File: config.mk
export PLATFORM = sky130hd
export DESIGN_NAME = serial_adder
export DESIGN_NICKNAME = d
export VERILOG_FILES = /design/src/rtl/serial_adder.sv
export SDC_FILE = /design/constraint.sdc
export NUM_CORES = 1
export LEC_CHECK = 0
export CAP_MARGIN = 0
export CORE_ASPECT_RATIO = 0.6
export CORE_UTILIZATION = 61
export DETAILED_ROUTE_END_ITERATION = 10
export DONT_BUFFER_PORTS = 1
export GPL_TIMING_DRIVEN = 0
export PLACE_DENSITY = 0.73
export SLEW_MARGIN = 20
export SYNTH_ARGS = -nofsm -noshare
export SYNTH_HDL_FRONTEND = slang
export SYNTH_SLANG_ARGS = --single-unit
export TNS_END_PERCENT = 50
File: constraint.sdc
create_clock -name clk -period 2 [get_ports clk]
set_clock_uncertainty 0.1 [all_clocks]
set_input_delay 0.5 -clock clk [delete_from_list [all_inputs] [get_ports clk]]
set_output_delay 0.5 -clock clk [all_outputs]
set_load 0.01 [all_outputs]
File: src/rtl/serial_adder.sv
// serial_adder: bit-serial WIDTH-bit adder built around a single full-adder
// cell and a carry flip-flop. Operands enter LSB-first, one bit per clock.
//
// Handshakes (both ports): a transfer happens on a rising clk edge where
// valid and ready are both high. The producer holds valid (and its data)
// until that edge; ready may not depend combinationally on valid.
//   - Input port  : in_valid / in_ready, data a, b, cin. in_ready is high only
//                   in IDLE; in_valid while busy is dropped, not queued.
//   - Output port : out_valid / out_ready, data sum, cout. sum/cout are
//                   registered and stay stable while out_valid is high, and
//                   keep the last result after out_valid falls.
module serial_adder #(
    parameter int WIDTH = 8
) (
    input  logic             clk,
    input  logic             rst_n,
    input  logic             in_valid,
    output logic             in_ready,
    input  logic [WIDTH-1:0] a,
    input  logic [WIDTH-1:0] b,
    input  logic             cin,
    output logic             out_valid,
    input  logic             out_ready,
    output logic [WIDTH-1:0] sum,
    output logic             cout,
    output logic             busy,
    output logic [1:0]       dbg_state
);

    localparam int CNT_W = $clog2(WIDTH) + 1;
    localparam logic [CNT_W-1:0] LAST_CNT = CNT_W'(WIDTH - 1);

    localparam logic [1:0] S_IDLE = 2'd0;
    localparam logic [1:0] S_ADD  = 2'd1;
    localparam logic [1:0] S_DONE = 2'd2;

    logic [1:0]       r_state;
    logic [WIDTH-1:0] r_a_sr;
    logic [WIDTH-1:0] r_b_sr;
    logic [WIDTH-1:0] r_sum_sr;
    logic             r_carry;
    logic [CNT_W-1:0] r_cnt;
    logic [WIDTH-1:0] r_sum;
    logic             r_cout;
    logic             r_out_valid;

    logic             w_fa_a;
    logic             w_fa_b;
    logic             w_fa_c;
    logic             w_fa_half;
    logic             w_fa_sum;
    logic             w_fa_cout;
    logic [WIDTH-1:0] w_sum_next;

    // Full-adder cell: two half adders plus an OR for the carry.
    always_comb begin
        w_fa_a    = r_a_sr[0];
        w_fa_b    = r_b_sr[0];
        w_fa_c    = r_carry;
        w_fa_half = w_fa_a ^ w_fa_b;
        w_fa_sum  = w_fa_half ^ w_fa_c;
        w_fa_cout = (w_fa_a & w_fa_b) | (w_fa_half & w_fa_c);
        // New sum bit enters at the MSB; after WIDTH shifts bit 0 sits at LSB.
        // Written as a shift of the concatenation so it also holds for WIDTH=1.
        w_sum_next = WIDTH'({w_fa_sum, r_sum_sr} >> 1);
    end

    // Control/state decode visible to the outside world.
    always_comb begin
        in_ready  = (r_state == S_IDLE);
        busy      = (r_state != S_IDLE);
        out_valid = r_out_valid;
        sum       = r_sum;
        cout      = r_cout;
        dbg_state = r_state;
    end

    // Sequencer: accept in IDLE, shift one bit per edge in ADD, hold in DONE.
    always_ff @(posedge clk or negedge rst_n) begin
        if (!rst_n) begin
            r_state     <= S_IDLE;
            r_a_sr      <= '0;
            r_b_sr      <= '0;
            r_sum_sr    <= '0;
            r_carry     <= 1'b0;
            r_cnt       <= '0;
            r_sum       <= '0;
            r_cout      <= 1'b0;
            r_out_valid <= 1'b0;
        end else begin
            case (r_state)
                S_IDLE: begin
                    if (in_valid) begin
                        r_a_sr   <= a;
                        r_b_sr   <= b;
                        r_carry  <= cin;
                        r_cnt    <= '0;
                        r_sum_sr <= '0;
                        r_state  <= S_ADD;
                    end
                end
                S_ADD: begin
                    r_sum_sr <= w_sum_next;
                    r_a_sr   <= r_a_sr >> 1;
                    r_b_sr   <= r_b_sr >> 1;
                    r_carry  <= w_fa_cout;
                    r_cnt    <= r_cnt + CNT_W'(1);
                    if (r_cnt == LAST_CNT) begin
                        r_sum       <= w_sum_next;
                        r_cout      <= w_fa_cout;
                        r_out_valid <= 1'b1;
                        r_state     <= S_DONE;
                    end
                end
                S_DONE: begin
                    if (out_ready) begin
                        r_out_valid <= 1'b0;
                        r_state     <= S_IDLE;
                    end
                end
                default: begin
                    r_out_valid <= 1'b0;
                    r_state     <= S_IDLE;
                end
            endcase
        end
    end

endmodule

# After elaboration in Yosys (flattened, before gate mapping)
# Index checks and enable logic that the tools add are counted.
[op_classes]
addsub = 1
eq_ne = 6
muxes = 17
n_bitwise = 6
n_reduce_logical = 7
[op_table]
columns = ["cell", "n"]
rows = [
  ["$pmux 8 s2", 3],
  ["$mux 8", 3],
  ["$pmux 4 s2", 1],
  ["$mux 2", 3],
  ["$ne 2x2->1 const B", 3],
  ["$pmux 2 s3", 1],
  ["$reduce_and 3->1", 2],
  ["$add 4x1->4 const B", 1],
  ["$eq 4x3->1 const B", 1],
  ["$mux 4", 1],
  ["$reduce_and 2->1", 2],
  ["$reduce_bool 2->1", 2],
  ["$mux 1", 3],
  ["$pmux 1 s3", 1],
  ["$and 1x1->1", 2],
  ["$eq 2x1->1 const B", 1],
  ["$eq 2x2->1 const B", 1],
  ["$logic_not 2->1", 1],
  ["$pmux 1 s2", 1],
  ["$xor 1x1->1", 2],
  ["$not 1->1", 1],
  ["$or 1x1->1", 1],
]
[word_totals]
regBits = 41
output_inout_bits = 14
word_cells = 46

# Depth between registers and ports, before layout
# Gate-level depths: netlist of run 1.
[depth]
depth_word = 4
depth_mapped = 5

# Least setup slack after synthesis of run 1
# Ideal clock, no wire load.
[synth_path]
path_type = "register to output"
start = "register r_state[1] (netlist: dbg_state[1])"
end = "output busy"
arrival_time_ps = 1009
required_time_ps = 1400
setup_slack_ps = 391
path_stages_with_launch = 4
n_path_buf = 1
path_cell_list = "dfrtp_1 -> clkbuf_1 -> nor2_1 -> inv_1"
[synth_via]
elab_chain_len = 1
[synth_lines]
columns = ["item", "line_no", "source"]
rows = [
  ["from (decl)", "37", "logic [1:0] r_state;"],
  ["from (signal assigned)", "81", "r_state <= S_IDLE;"],
  ["from (signal assigned)", "99", "r_state <= S_ADD;"],
  ["from (signal assigned)", "112", "r_state <= S_DONE;"],
  ["$reduce_bool 2->1", "71", "busy = (r_state != S_IDLE);"],
  ["to (decl)", "26", "output logic busy,"],
]
# Every way passes these cells.

# Worst setup path after layout of run 1
# Ends and elaborated chain as after synthesis.

==> results of run 1 <==
cell type report:
cell class                 instances  area (um^2)  share of cell area (%)
buffer                            10         47.5                    2.53
clock buffer                       8         90.1                    4.79
sequential                        40         1000                    53.2
multi-input combinational         98          668                    35.5
tap                               32         40.0                    2.13
inverter                           1         3.75                   0.200
timing repair buffer               2         30.0                    1.60
through the flow:
step                setup slack [ns]  instance area [um^2]  cells  hold slack (ns)
CTS                           0.0676                  1880    191            0.284
finish                        0.0757                  1880    191            0.284
global placement               0.228                  1760    181            0.105
floorplan                      0.391                  1720    149            0.104
detailed placement             0.232                  1760    181            0.105
global route                  0.0175                  1880    191            0.275
timing repair:
item                                    4_1_cts  5_1_grt
hold buffers                                  2        0
gates resized for setup                       2        0
endpoints found under the hold margin        40        0
endpoints found under the setup margin        1        0
cells in the final DEF, fill, tap and decap left out, drive strengths merged:
master / instances
dfrtp: 40
o21ai: 18
a22oi: 16
clkbuf: 13
nand2: 12
mux2: 10
nor2b: 9
a22o: 9
a21oi: 8
buf: 6
nor2: 4
inv: 1
o21bai: 1
and2b: 1
nand2b: 1
nand3: 1
and2: 1
o31ai: 1
nor3: 1
o21a: 1
a21o: 1
a32o: 1
fa: 1
ha: 1
dlygate4sd3: 1
cell families (layout without fill, tap and decap cells):
| family | after synthesis | in the layout | synth area share, % |
|---|---|---|---|
| compound gates | 56 | 56 | 21.5 |
| fa+ha+maj | 2 | 2 | 1.89 |
| buf+inv | 11 | 21 | 2.92 |
| flops | 40 | 40 | 58.3 |
| mux | 10 | 10 | 6.56 |
| simple gates | 30 | 30 | 8.82 |
final timing paths:
check	startpoint	to	slack (ns)
worst max register to register	dbg_state[1]	sum[5]	0.23
min in group asynchronous	rst_n	r_a_sr[2]	0.57
worst min-delay path	b[7]	r_b_sr[7]	0.28
worst min register to register	r_b_sr[2]	r_b_sr[2]	0.40
max in group asynchronous	rst_n	r_a_sr[6]	1.04
worst max-delay path	dbg_state[1]	busy	0.08
per-layer routing:
metal,GRT usage [%],part of all wire [%],wire [um]
met5,0,0,0
met1,34.3,44,1570
met3,9.03,8.0,286
met2,42.9,47,1700
met4,9.39,0.92,33
sequential cells by signal, indices dropped and copies added, names as in the netlist:
register   count
r_sum_sr       7
out_valid      1
cout           1
r_carry        1
r_b_sr         8
r_a_sr         8
sum            8
r_cnt          4
dbg_state      2
power by group:
| group | total (mW) | switching, mW | internal [mW] |
|---|---|---|---|
| sequential | 1.45 | 0.318 | 1.13 |
| clock | 0.537 | 0.256 | 0.281 |
| combinational | 0.849 | 0.433 | 0.416 |
==> impl_metrics.env, run 1 <==
export IMPL_antenna_found_initial=0
export IMPL_io_buffers=0
export IMPL_synth_area_top_cells="dfrtp_1, a22oi_1, mux2_2"
export IMPL_cp_slowest_cell="dfrtp_1"
export IMPL_route_detailed_drc=2
export IMPL_ir_drop_mv=0.881
export IMPL_tightestPinTransition_ns=0.453
export IMPL_yosysWarnings=0
export IMPL_ys_ff_latch=40
export IMPL_hold_class="in2reg"
export IMPL_row_count=14
export IMPL_cts_sinks=40
export IMPL_drt_iter0_markers=128
export IMPL_grt_max_degree=41
export IMPL_setup_viol=0
export IMPL_crit_family="flip-flops"
export IMPL_start_kind="flop"
export IMPL_status="finished with violations"
export IMPL_avgRoutedWirePerCell_um=18.8
export IMPL_cp_end_kind="primary output"
export IMPL_grt_pass1_vias=1210
export IMPL_period_share_pct=96.2
export IMPL_crit_type="reg2out"
export IMPL_ys_seq_area_share_pct=58.3
export IMPL_slew_limit_headroom_pct=69.8
export IMPL_p_leak_nw=0.845
export IMPL_final_core_util_pct=72.5
export IMPL_num_antenna_cells=0
export IMPL_rsz0062_at_grt="false"
export IMPL_powerDensity_nw_per_um2=1510
export IMPL_tns_ns=0
export IMPL_insertion_delay_ns=0.28
export IMPL_synth_main_ff_cell="dfrtp_1"
export IMPL_synth_top_area_share_pct=58.3
export IMPL_worst_path_stages=3
export IMPL_path_max_fanout=10
export IMPL_report_final_slew_viol_count=0
export IMPL_cts_made_buffers=5
export IMPL_grt_use_total_pct=26.7
export IMPL_yosys_area_top_type="dfrtp_1"
export IMPL_layout_min_cycle_time_ns=1.92
export IMPL_ios=35
export IMPL_layout_nets=181
export IMPL_synthTopCellsByCount="dfrtp_1, o21ai_0, a22oi_1, nand2_1, mux2_2"
export IMPL_place_congestion=0.789
export IMPL_ant_nets=0
export IMPL_synthCells=149
export IMPL_post_cts_setup_buffers=0
export IMPL_crit_arrival_ns=1.32
export IMPL_violations="DRC"
export IMPL_async_reset_ff_share_pct=100
export IMPL_cp_required_ns=1.40
export IMPL_syn_num_nets=172
export IMPL_yosys_cell_types_count=25
export IMPL_grt_first_pass_wirelength_um=5820
export IMPL_fill_cells=192
export IMPL_die_area_um2=3040
export IMPL_crit_chain="clkbuf_2 -> nor2_2 -> inv_1"
export IMPL_vias_per_cell=6.40
export IMPL_synth_most_common_cell="dfrtp_1"
export IMPL_core_area_um2=2590
export IMPL_gr_total_overflow=0
export IMPL_fmax_ghz=0.520
export IMPL_drv_cap=0
export IMPL_totalWireLength_um=3590
export IMPL_num_vias=1223
export IMPL_cp_buffers_inverters=2
export IMPL_cpPeakStageDelay_ns=0.48
export IMPL_dp_hpwl_um=2570
export IMPL_dr_pass1_iters=7
export IMPL_start_util_pct=66.2
export IMPL_cts_root_buf="clkbuf_8"
export IMPL_r2r_cells=4
export IMPL_cts_tree="done"
export IMPL_hold_path_depth=1
export IMPL_die_x_um=70.5
export IMPL_die_h_um=43.1
export IMPL_hold_violations=0
export IMPL_layout_drive_gt1_share_pct=15.7
export IMPL_synth_edf_count=0
export IMPL_synth_area_per_cell_um2=11.5
export IMPL_path_clk_slew_ns=0.07
export IMPL_synth_area_um2=1720
export IMPL_fin_total_pwr_mw=2.84
export IMPL_h_tree_depth=2
export IMPL_clock_path_buffers=2
export IMPL_syn2layout_area_growth_pct=9.55
No activity file was read; power rests on OpenSTA's default activity.
==> inputs of run 2 (changes only) <==
==> constraint.sdc (replaced) <==
create_clock -name clk -period 2.2 [get_ports clk]
set_clock_uncertainty 0.1 [all_clocks]
set_input_delay 0.55 -clock clk [delete_from_list [all_inputs] [get_ports clk]]
set_output_delay 0.55 -clock clk [all_outputs]
set_load 0.01 [all_outputs]
==> impl_metrics.env, run 2 (synthesis gave the netlist of run 1 again) <==
export IMPL_layout_cells_most_common="dfrtp_1"
export IMPL_cts_tree="done"
export IMPL_drt_iter0_markers=107
export IMPL_grt_pass1_vias=1204
export IMPL_hold_violations=0
export IMPL_layout_min_cycle_time_ns=2.06
export IMPL_dr_pass1_iters=7
export IMPL_slew_limit_headroom_pct=70.5
export IMPL_totalWireLength_um=3540
export IMPL_clock_path_buffers=2
export IMPL_io_buffers=0
export IMPL_layout_drive_gt1_share_pct=15.2
export IMPL_tightestPinTransition_ns=0.443
export IMPL_start_kind="flop"
export IMPL_tns_ns=0
export IMPL_core_area_um2=2590
export IMPL_num_vias=1211
export IMPL_start_util_pct=66.2
export IMPL_path_max_fanout=10
export IMPL_cts_root_buf="clkbuf_8"
export IMPL_ios=35
export IMPL_powerDensity_nw_per_um2=1370
export IMPL_avgRoutedWirePerCell_um=18.6
export IMPL_route_detailed_drc=2
export IMPL_grt_max_degree=41
export IMPL_row_count=14
export IMPL_syn2layout_area_growth_pct=8.82
export IMPL_ir_drop_mv=0.802
export IMPL_p_leak_nw=0.841
export IMPL_startpoint="dbg_state[1]"
export IMPL_path_clk_slew_ns=0.07
export IMPL_die_area_um2=3040
export IMPL_layout_nets=180
export IMPL_grt_first_pass_wirelength_um=5810
export IMPL_post_cts_setup_buffers=0
export IMPL_cp_end_kind="primary output"
export IMPL_h_tree_depth=2
export IMPL_fill_cells=193
export IMPL_gr_total_overflow=0
export IMPL_crit_type="reg2out"
export IMPL_die_h_um=43.1
export IMPL_crit_arrival_ns=1.41
export IMPL_fmax_ghz=0.485
export IMPL_vias_per_cell=6.37
export IMPL_cts_sinks=40
export IMPL_final_core_util_pct=72.1
export IMPL_antenna_found_initial=0
export IMPL_cp_required_ns=1.55
export IMPL_cts_made_buffers=5
export IMPL_hold_class="in2async"
export IMPL_num_antenna_cells=0
export IMPL_mostFrequentLayoutCells="dfrtp_1, o21ai_0, a22oi_1"
export IMPL_fin_total_pwr_mw=2.57
export IMPL_setup_viol=0
export IMPL_grt_use_total_pct=26.7
export IMPL_place_congestion=0.789
export IMPL_rsz0062_at_grt="false"
export IMPL_ant_nets=0
export IMPL_drv_cap=0
export IMPL_insertion_delay_ns=0.28
export IMPL_violations="DRC"
export IMPL_reg2reg_from="dbg_state[1]"
export IMPL_status="finished with violations"
export IMPL_period_share_pct=93.7
export IMPL_dp_hpwl_um=2570
export IMPL_die_x_um=70.5
export IMPL_report_final_slew_viol_count=0
run 2: changes by cell type in the layout (fill, tap and decap cells not counted):
cell,change
nor2_1,+1
nor2_2,-1
dlygate4sd3_1,-1
run 2: power by group:
part | switching [mW] | internal (mW)
combinational | 0.389 | 0.376
sequential | 0.287 | 1.03
clock | 0.227 | 0.256
total | 0.904 | 1.66
run 2: metrics by stage:
stage	std cells	hold slack, ns	instance area [um^2]	setup WS [ns]
floorplan	149	0.154	1720	0.541
global placement	181	0.155	1760	0.378
detailed placement	181	0.155	1760	0.382
CTS	190	0.00569	1870	0.0698
global route	190	0.000547	1870	0.0714
finish	190	0.00269	1870	0.139
run 2: path summary, 6_finish.rpt:
kind | to | slack (ns) | depth (start not counted)
setup / recovery | busy | 0.14 | 3
hold / removal | r_sum_sr[2] | 0.003 | 1
setup reg to reg | sum[5] | 0.44 | 4
hold reg to reg | r_b_sr[2] | 0.39 | 2
max in group asynchronous | r_a_sr[3] | 1.81 | 1
min in group clk | r_b_sr[7] | 0.34 | 1
run 2: what timing repair did:
action / CTS / global route
gates resized for setup: 0 / 2
setup endpoints to repair: 0 / 1
hold buffers: 1 / 0
hold endpoints to repair: 40 / 0
run 2: area by class of cell:
cell class	count	area [um^2]	share of cell area, %
Inverter	1	3.75	0.201
Buffer	10	47.5	2.55
Clock buffer	8	90.1	4.82
Tap cell	32	40.0	2.14
Timing Repair Buffer	1	20.0	1.07
Sequential cell	40	1000	53.6
Multi-Input combinational cell	98	666	35.6
run 2: critical path, cell delays in order, from the launching register on:
cell and delay (ns):
dfrtp_1 0.48, clkbuf_2 0.23, nor2_1 0.28, inv_1 0.13
run 2: per-layer routing:
layer / wire, um / vias up / global-route usage [%]
met2: 1680 / 43 / 42.9
met5: 0 / - / 0
li1: - / 556 / -
met3: 269 / 5 / 8.55
met1: 1550 / 607 / 34.6
met4: 33 / 0 / 9.39
